--- config.mk ---
export PLATFORM = sky130hd
export DESIGN_NAME = uart_rx_core
export DESIGN_NICKNAME = d
export VERILOG_FILES = /design/src/rtl/uart_pkg.sv /design/src/rtl/uart_rx_sampler.sv /design/src/rtl/uart_rx_core.sv
export SDC_FILE = /design/constraint.sdc
export NUM_CORES = 1
export LEC_CHECK = 0
export ABC_AREA = 1
export CAP_MARGIN = 15
export CELL_PAD_IN_SITES_DETAIL_PLACEMENT = 0
export CELL_PAD_IN_SITES_GLOBAL_PLACEMENT = 1
export CORE_UTILIZATION = 46
export DETAILED_ROUTE_END_ITERATION = 6
export PLACE_DENSITY = 0.94
export SYNTH_ARGS = -nofsm -noshare
export SYNTH_HDL_FRONTEND = slang
export SYNTH_SLANG_ARGS = --single-unit
--- constraint.sdc ---
create_clock -name clk -period 4.7 [get_ports clk]
set_clock_uncertainty 0.2 [all_clocks]
set_input_delay 0.705 -clock clk [delete_from_list [all_inputs] [get_ports clk]]
set_output_delay 0.705 -clock clk [all_outputs]
set_load 0.05 [all_outputs]
--- src/rtl/uart_pkg.sv ---
// Shared definitions for the UART receive path.
//   rx_state_t : receiver FSM state encoding
//   PAR_EVEN / PAR_ODD : Par_Typ encoding, identical to the transmit side
//   PRESC_MIN : smallest usable oversampling ratio (smaller Prescale is clamped)
//   DATA_WIDTH_DEF : default payload width
//   majority3() : 2-of-3 vote used by the bit sampler
package uart_pkg;

    localparam int unsigned DATA_WIDTH_DEF = 8;
    localparam int unsigned PRESC_MIN      = 4;

    localparam logic PAR_EVEN = 1'b0;
    localparam logic PAR_ODD  = 1'b1;

    typedef enum logic [2:0] {
        StIdle   = 3'd0,
        StStart  = 3'd1,
        StData   = 3'd2,
        StParity = 3'd3,
        StStop   = 3'd4,
        StDone   = 3'd5
    } rx_state_t;

    function automatic logic majority3(input logic a, input logic b, input logic c);
        return (a & b) | (a & c) | (b & c);
    endfunction

endpackage

--- src/rtl/uart_rx_sampler.sv ---
// Per-bit edge counter and 3-point majority sampler.
//   clk, rst_n       : clock, asynchronous active-low reset
//   rxs_i            : synchronised serial line
//   start_i          : start edge seen this cycle (counter restarts at 1)
//   run_i            : a frame bit is in progress (counter advances)
//   presc_i          : clocks per bit, already clamped and latched
//   sample_bit_o     : majority of the samples at S0, S1 and the live S2 value
//   sample_strobe_o  : counter is at S2, sample_bit_o is meaningful
//   bit_end_o        : counter is at P-1, last clock of the current bit
module uart_rx_sampler
    import uart_pkg::*;
#(
    parameter int unsigned PRESC_W = 6
) (
    input  logic               clk,
    input  logic               rst_n,
    input  logic               rxs_i,
    input  logic               start_i,
    input  logic               run_i,
    input  logic [PRESC_W-1:0] presc_i,
    output logic               sample_bit_o,
    output logic               sample_strobe_o,
    output logic               bit_end_o
);

    logic [PRESC_W-1:0] cnt_q, cnt_d;
    logic [PRESC_W-1:0] pt_s0, pt_s1, pt_s2, pt_last;
    logic               s0_q, s0_d;
    logic               s1_q, s1_d;

    always_comb begin
        pt_s1   = presc_i >> 1;
        pt_s0   = pt_s1 - PRESC_W'(1);
        pt_s2   = pt_s1 + PRESC_W'(1);
        pt_last = presc_i - PRESC_W'(1);
    end

    assign bit_end_o       = run_i && (cnt_q == pt_last);
    assign sample_strobe_o = run_i && (cnt_q == pt_s2);
    // Third vote is taken live at S2 so the bit value is usable in the same cycle.
    assign sample_bit_o    = majority3(s0_q, s1_q, rxs_i);

    always_comb begin
        cnt_d = '0;
        s0_d  = s0_q;
        s1_d  = s1_q;
        // The detect cycle itself is count 0 of the start bit, so the next cycle is 1.
        if (start_i) begin
            cnt_d = PRESC_W'(1);
        end else if (run_i) begin
            cnt_d = bit_end_o ? '0 : cnt_q + PRESC_W'(1);
        end
        if (run_i && (cnt_q == pt_s0)) s0_d = rxs_i;
        if (run_i && (cnt_q == pt_s1)) s1_d = rxs_i;
    end

    always_ff @(posedge clk or negedge rst_n) begin
        if (!rst_n) begin
            cnt_q <= '0;
            s0_q  <= 1'b1;
            s1_q  <= 1'b1;
        end else begin
            cnt_q <= cnt_d;
            s0_q  <= s0_d;
            s1_q  <= s1_d;
        end
    end

endmodule

--- src/rtl/uart_rx_core.sv ---
// Oversampling UART receiver: start, DATA_WIDTH bits LSB first, optional parity, stop.
//   clk, rst_n  : clock, asynchronous active-low reset
//   RX_IN       : asynchronous serial line, idles high
//   Prescale    : clocks per bit (values below PRESC_MIN are treated as PRESC_MIN)
//   Par_En      : parity bit present and checked
//   Par_Typ     : 0 even, 1 odd
//   P_DATA      : last byte received without error
//   Data_Valid  : 1-cycle pulse, P_DATA updated
//   Par_Err     : 1-cycle pulse, parity mismatch
//   Stp_Err     : 1-cycle pulse, stop bit sampled low
module uart_rx_core
    import uart_pkg::*;
#(
    parameter int unsigned DATA_WIDTH = DATA_WIDTH_DEF,
    parameter int unsigned PRESC_W    = 6
) (
    input  logic                  clk,
    input  logic                  rst_n,
    input  logic                  RX_IN,
    input  logic [PRESC_W-1:0]    Prescale,
    input  logic                  Par_En,
    input  logic                  Par_Typ,
    output logic [DATA_WIDTH-1:0] P_DATA,
    output logic                  Data_Valid,
    output logic                  Par_Err,
    output logic                  Stp_Err
);

    localparam int unsigned IDX_W = (DATA_WIDTH > 1) ? $clog2(DATA_WIDTH) : 1;

    rx_state_t state_q, state_d;

    logic                  rx_meta_q, rxs_q, rxs_prev_q;
    logic [PRESC_W-1:0]    presc_q, presc_d, presc_eff;
    logic                  par_en_q, par_en_d;
    logic                  par_typ_q, par_typ_d;
    logic [DATA_WIDTH-1:0] shift_q, shift_d;
    logic [IDX_W-1:0]      idx_q, idx_d;
    logic                  par_bad_q, par_bad_d;
    logic                  stop_bad_q, stop_bad_d;
    logic [DATA_WIDTH-1:0] p_data_q, p_data_d;
    logic                  dv_q, dv_d;
    logic                  pe_q, pe_d;
    logic                  se_q, se_d;

    logic start_det, run;
    logic sample_bit, sample_strobe, bit_end;
    logic idx_last;

    // Two-flop synchroniser plus one history flop for 1->0 edge detection.
    always_ff @(posedge clk or negedge rst_n) begin
        if (!rst_n) begin
            rx_meta_q  <= 1'b1;
            rxs_q      <= 1'b1;
            rxs_prev_q <= 1'b1;
        end else begin
            rx_meta_q  <= RX_IN;
            rxs_q      <= rx_meta_q;
            rxs_prev_q <= rxs_q;
        end
    end

    // Requires a real falling edge, so a line held low (break) never re-triggers.
    assign start_det = (state_q == StIdle) && rxs_prev_q && !rxs_q;
    assign run       = (state_q == StStart) || (state_q == StData) ||
                       (state_q == StParity) || (state_q == StStop);
    assign presc_eff = (Prescale < PRESC_W'(PRESC_MIN)) ? PRESC_W'(PRESC_MIN) : Prescale;
    assign idx_last  = (idx_q == IDX_W'(DATA_WIDTH - 1));

    uart_rx_sampler #(
        .PRESC_W (PRESC_W)
    ) u_sampler (
        .clk             (clk),
        .rst_n           (rst_n),
        .rxs_i           (rxs_q),
        .start_i         (start_det),
        .run_i           (run),
        .presc_i         (presc_q),
        .sample_bit_o    (sample_bit),
        .sample_strobe_o (sample_strobe),
        .bit_end_o       (bit_end)
    );

    // FSM state register.
    always_ff @(posedge clk or negedge rst_n) begin
        if (!rst_n) begin
            state_q <= StIdle;
        end else begin
            state_q <= state_d;
        end
    end

    // FSM next state.
    always_comb begin
        state_d = state_q;
        case (state_q)
            StIdle: begin
                if (start_det) state_d = StStart;
            end
            StStart: begin
                // Start bit that votes high at mid-bit is a glitch: drop it silently.
                if (sample_strobe && sample_bit) begin
                    state_d = StIdle;
                end else if (bit_end) begin
                    state_d = StData;
                end
            end
            StData: begin
                if (bit_end && idx_last) state_d = par_en_q ? StParity : StStop;
            end
            StParity: begin
                if (bit_end) state_d = StStop;
            end
            StStop: begin
                // Leave mid stop bit so a back-to-back start edge is not missed.
                if (sample_strobe) state_d = StDone;
            end
            StDone: begin
                state_d = StIdle;
            end
            default: begin
                state_d = StIdle;
            end
        endcase
    end

    // Datapath and output next values.
    always_comb begin
        presc_d    = presc_q;
        par_en_d   = par_en_q;
        par_typ_d  = par_typ_q;
        shift_d    = shift_q;
        idx_d      = idx_q;
        par_bad_d  = par_bad_q;
        stop_bad_d = stop_bad_q;
        p_data_d   = p_data_q;
        dv_d       = 1'b0;
        pe_d       = 1'b0;
        se_d       = 1'b0;

        if (start_det) begin
            presc_d    = presc_eff;
            par_en_d   = Par_En;
            par_typ_d  = Par_Typ;
            idx_d      = '0;
            par_bad_d  = 1'b0;
            stop_bad_d = 1'b0;
        end

        case (state_q)
            StData: begin
                if (sample_strobe) shift_d[idx_q] = sample_bit;
                if (bit_end) idx_d = idx_q + IDX_W'(1);
            end
            StParity: begin
                if (sample_strobe) begin
                    par_bad_d = sample_bit != ((^shift_q) ^ (par_typ_q == PAR_ODD));
                end
            end
            StStop: begin
                if (sample_strobe) stop_bad_d = !sample_bit;
            end
            StDone: begin
                pe_d = par_bad_q;
                se_d = stop_bad_q;
                if (!par_bad_q && !stop_bad_q) begin
                    dv_d     = 1'b1;
                    p_data_d = shift_q;
                end
            end
            default: begin
            end
        endcase
    end

    always_ff @(posedge clk or negedge rst_n) begin
        if (!rst_n) begin
            presc_q    <= PRESC_W'(PRESC_MIN);
            par_en_q   <= 1'b0;
            par_typ_q  <= 1'b0;
            shift_q    <= '0;
            idx_q      <= '0;
            par_bad_q  <= 1'b0;
            stop_bad_q <= 1'b0;
            p_data_q   <= '0;
            dv_q       <= 1'b0;
            pe_q       <= 1'b0;
            se_q       <= 1'b0;
        end else begin
            presc_q    <= presc_d;
            par_en_q   <= par_en_d;
            par_typ_q  <= par_typ_d;
            shift_q    <= shift_d;
            idx_q      <= idx_d;
            par_bad_q  <= par_bad_d;
            stop_bad_q <= stop_bad_d;
            p_data_q   <= p_data_d;
            dv_q       <= dv_d;
            pe_q       <= pe_d;
            se_q       <= se_d;
        end
    end

    assign P_DATA     = p_data_q;
    assign Data_Valid = dv_q;
    assign Par_Err    = pe_q;
    assign Stp_Err    = se_q;

endmodule

# Word level (Yosys, flattened, before mapping)
# Index checks and enable logic that the tools add are counted.
# op_classes
addsub	5
reduce_logical	22
mux	28
n_lt_le_gt_ge	3
bitwise	6
n_eq_ne	16
# op_table
cell	n
$mux 3	10
$mux 6	4
$eq 6x6->1	3
$pmux 3 s5	1
$mux 1	11
$logic_and 1x1->1	10
$eq 3x3->1 const B	3
$bwmux 8	1
$reduce_xor 8->1	1
$add 5x1->6 const B	1
$add 6x1->6 const B	1
$eq 3x2->1 const B	2
$eq 6x5->1	1
$lt 6x3->1 const B	1
$ne 2x2->1 const B	3
$sub 5x1->6 const B	1
$sub 6x1->6 const B	1
$reduce_and 5->1	1
$logic_not 1->1	4
$lt 3x4->1 const B	1
$reduce_and 2->1	2
$add 3x1->3 const B	1
$and 1x1->1	3
$demux 1 s3	1
9 further kinds	12
# totals
in_bits	11
wordCells	98
reg_bits	46
output_inout_bits	11

# Depth between registers and ports, before layout
# depth
ltp_word	8
ltp_mapped	15
ltp_nobuf	15

# Modules after synthesis
# From an unflattened synthesis, not the netlist that was laid out.
# unflattened
cells_unflattened	404
area_unflattened_um2	2880.3
# by_module_without_submodules
module	area_per_inst_um2	cells_each	instances	seq_area_each_um2
uart_rx_core	1865.5	232	1	955.9
uart_rx_sampler	1014.7	172	1	202.7

# Worst setup path before layout
# Ideal clock, no wire load.
# synth_path
path_kind	register to register
start	reg presc_q[2]
end	reg shift_q[1]
arrival_ps	1810
setup_ps	126
period_less_slack_ps	2136
path_buffers	0
required_ps	4374
path_slack_ps	2564
stages_incl_launch_ff	14
cell_sequence	dfstp_2 > inv_1 > ha_1 > inv_1 > nand2_1 > nand2_1 > nor2_1 > nand2_1 > nor2_2 > nand3_4 > nor2_8 > nand3_1 > nand2_1 > o21ai_1
# synth_via
elab_chain_len	4
# synth_rtl
item	line	rtl
start, declared	uart_rx_core.sv:34	logic [PRESC_W-1:0] presc_q, presc_d, presc_eff;
start signal, assigned	uart_rx_core.sv:178	presc_q <= PRESC_W'(PRESC_MIN);
start signal, assigned	uart_rx_core.sv:190	presc_q <= presc_d;
$add 5x1->6	uart_rx_sampler.sv:34	pt_s2 = pt_s1 + PRESC_W'(1);
$eq 6x6->1	uart_rx_sampler.sv:39	assign sample_strobe_o = run_i && (cnt_q == pt_s2);
$logic_and 1x1->1	uart_rx_sampler.sv:39	
$reduce_and 2->1 (no line)	n/a	
end signal, assigned	uart_rx_core.sv:193	shift_q <= shift_d;
end, declared	uart_rx_core.sv:37	logic [DATA_WIDTH-1:0] shift_q, shift_d;
# No other way between the ends.
# A chain may end at the register's enable or synchronous reset.

# Worst setup path after layout
# layout_path
start	reg p_data_q[5] (netlist: P_DATA[5])
end	out P_DATA[5]
# layout_rtl
item	line	rtl
start, declared	uart_rx_core.sv:41	logic [DATA_WIDTH-1:0] p_data_q, p_data_d;
start signal, assigned	uart_rx_core.sv:197	p_data_q <= p_data_d;
end, declared	uart_rx_core.sv:23	output logic [DATA_WIDTH-1:0] P_DATA,
# No word-level cell between the ends.

==> impl_metrics.py <==
metrics = {
    "final_layout": {
        "area_growth_pct": 14.85,
        "final_area_um2": 3126,
        "finalNetCount": 410,
        "antenna_cells": 0,
        "drive_above_1_share_pct": 10.43,
        "final_common_cell": "nand2_1",
        "most-common-layout-cells": "130 x nand2_1, 40 x dfrtp_1, 38 x inv_1",
        "fin_cells": 465,
    },
    "synth": {
        "yosysSeqAreaShare_pct": 42.57,
        "synth_area_um2": 2721,
        "synth_edf_count": 0,
        "synth_nets": 384,
        "synth-seq-cells": 46,
        "yosys.cell_types.count": 35,
        "synthArstFlopShare_pct": 100.0,
        "syn_inst": 366,
        "yosysWarnings": 0,
        "ys.flop_type": "dfrtp_1",
        "post_synth.cell_area_avg_um2": 7.435,
    },
    "timing": {
        "min_period_over_period_pct": 50.51,
        "setup_viol": 0,
        "grt_setup_unrepaired": "no",
        "timing.final.max_slew_violations": 0,
        "tns_ns": 0,
        "fmax_ghz": 0.4213,
        "relSlewSlack_pct": 64.18,
        "period_needed_ns": 2.374,
        "tightestPinTransition_ns": 0.5367,
        "hold_slack_ns": 0.07394,
        "hold_viol": 0,
    },
    "floorplanning": {
        "die_area_um2": 6228,
        "core_area_um2": 5608,
        "fp.dieW_um": 78.92,
        "pin_count": 22,
        "rows": 27,
        "initial_core_util_pct": 48.53,
        "die_height_um": 78.92,
    },
    "worst_setup_path": {
        "critPathTopFamily": "buffers and inverters",
        "critPathArrivalTime_ns": 1.47,
        "crit_chain": "clkdlybuf4s50_1",
        "required_ns": 3.80,
        "cp-end-kind": "output pin",
        "crit_fanout": 2,
        "worst-setup-path-type": "flip-flop to output pin",
        "critPathSlowestCell": "clkdlybuf4s50_1",
        "start_kind": "flip-flop",
        "critical-path-max-stage-delay_ns": 0.80,
        "r2r_slack_ns": 2.36,
        "crit_buf_inv": 1,
    },
    "clock_tree": {
        "post_cts_buffers": 0,
        "htreeDepth": 2,
        "cts_tree": "yes",
        "cts_num_sinks": 46,
        "numCtsBuffers": 5,
        "cts-resized-gates": 0,
        "root_buffer": "clkbuf_8",
        "cts-hold-fix-buffers": 0,
        "clock_path_buffers": 2,
        "cts.reportedPaths.clkPinSlew_ns": 0.09,
        "clk_latency_ns": 0.31,
    },
    "placed_design": {
        "placed_area_um2": 2995,
        "post-place-cells": 456,
        "numPortBuffers": 21,
        "hpwl_um": 4347,
        "gp_congestion": 0.9201,
    },
    "run": {
        "maxCapViolations": 0,
    },
    "route": {
        "via_per_inst": 5.022,
        "wire_per_inst_um": 12.62,
        "wl_um": 5870,
        "drt-initial-drc-count": 177,
        "via_count": 2335,
        "firstDrtPassIters": 4,
        "drtAntennaViolNets": 0,
        "drc": 0,
    },
    "global_routing": {
        "antenna_found_initial": 0,
        "grt_pass1_wl_um": 10290,
        "grt_util_all_layers_pct": 21.56,
        "grt_overflow_total": 0,
        "grt_max_degree": 47,
        "grt_pass1_vias": 2226,
    },
    "power_and_ir_drop": {
        "p_total_uw": 1765,
        "leakagePower_uw": 0.001571,
        "cellPowerDensity_nw_per_um2": 564.7,
        "vdd_drop_max_mv": 0.3256,
    },
    "min_path": {
        "hold_path_class": "primary input to async pin",
    },
    "run_status": {
        "status": "finished clean",
    },
}
-- cell usage after synthesis, types with 3 or more instances --
cell | n | area, µm²
dfrtp_1 | 40 | 1001
dfstp_2 | 6 | 157.7
ha_1 | 7 | 87.58
inv_1 | 38 | 142.6
inv_2 | 9 | 33.78
nand2_1 | 130 | 488.0
nand2_2 | 5 | 31.28
nand3_1 | 30 | 150.1
nor2_1 | 28 | 105.1
nor3_1 | 7 | 35.03
o21ai_0 | 14 | 70.07
o21ai_1 | 8 | 40.04
o31ai_1 | 3 | 22.52
xnor2_1 | 7 | 61.31
xor2_1 | 5 | 43.79
-- through the flow --
step | utilization, % | setup WS, ns
6_report | 55.73 | 2.326
5_1_grt | 55.73 | 2.138
3_5_place_dp | 53.41 | 2.375
3_3_place_gp | 53.41 | 2.438
4_1_cts | 55.38 | 2.299
2_1_floorplan | - | 2.564
-- sequential cells by signal, indices dropped and copies added (netlist names), 3 cells and up --
signal and flops:
u_sampler.cnt_q 6, state_q 3, idx_q 3, presc_q 6, shift_q 8, P_DATA 8
-- logic make-up after synthesis --
| kind of cell | synth area share, % |
|---|---|
| simple gates | 36.18 |
| flops | 42.57 |
| compound gates | 6.897 |
| xor+xnor | 3.862 |
| fa+ha+maj | 3.218 |
| buf+inv | 7.264 |
-- cell type report --
type	instances	area, µm²
sequential	46	1159
clock buffer	6	72.57
multi-input combinational	270	1365
fill	570	2482
inverter	47	176.4
timing repair buffer	22	225.2
tap	72	90.09
clock inverter	2	37.54
-- power by group --
group,internal [µW],switching [µW],total [µW]
clock,159,143,301
combinational,298,550,848
sequential,493,122,615
total,951,814,1770
-- path summary, 6_finish.rpt --
path                             from                 end  depth (start not counted)
min in group clk            rx_meta_q               rxs_q                          0
max                         P_DATA[5]           P_DATA[5]                          1
min                             rst_n  u_sampler.cnt_q[3]                          1
max reg2reg                presc_q[2]          shift_q[1]                         13
max in group asynchronous       rst_n          rxs_prev_q                          2
min reg2reg                 rx_meta_q               rxs_q                          0
-- routing by layer --
metal,track usage (%),wire length [µm]
met2,31.91,2514
met3,3.908,256
met1,31.73,3025
met5,0,0
met4,7.091,74
Note: power is estimated with default switching activity, not from simulation.
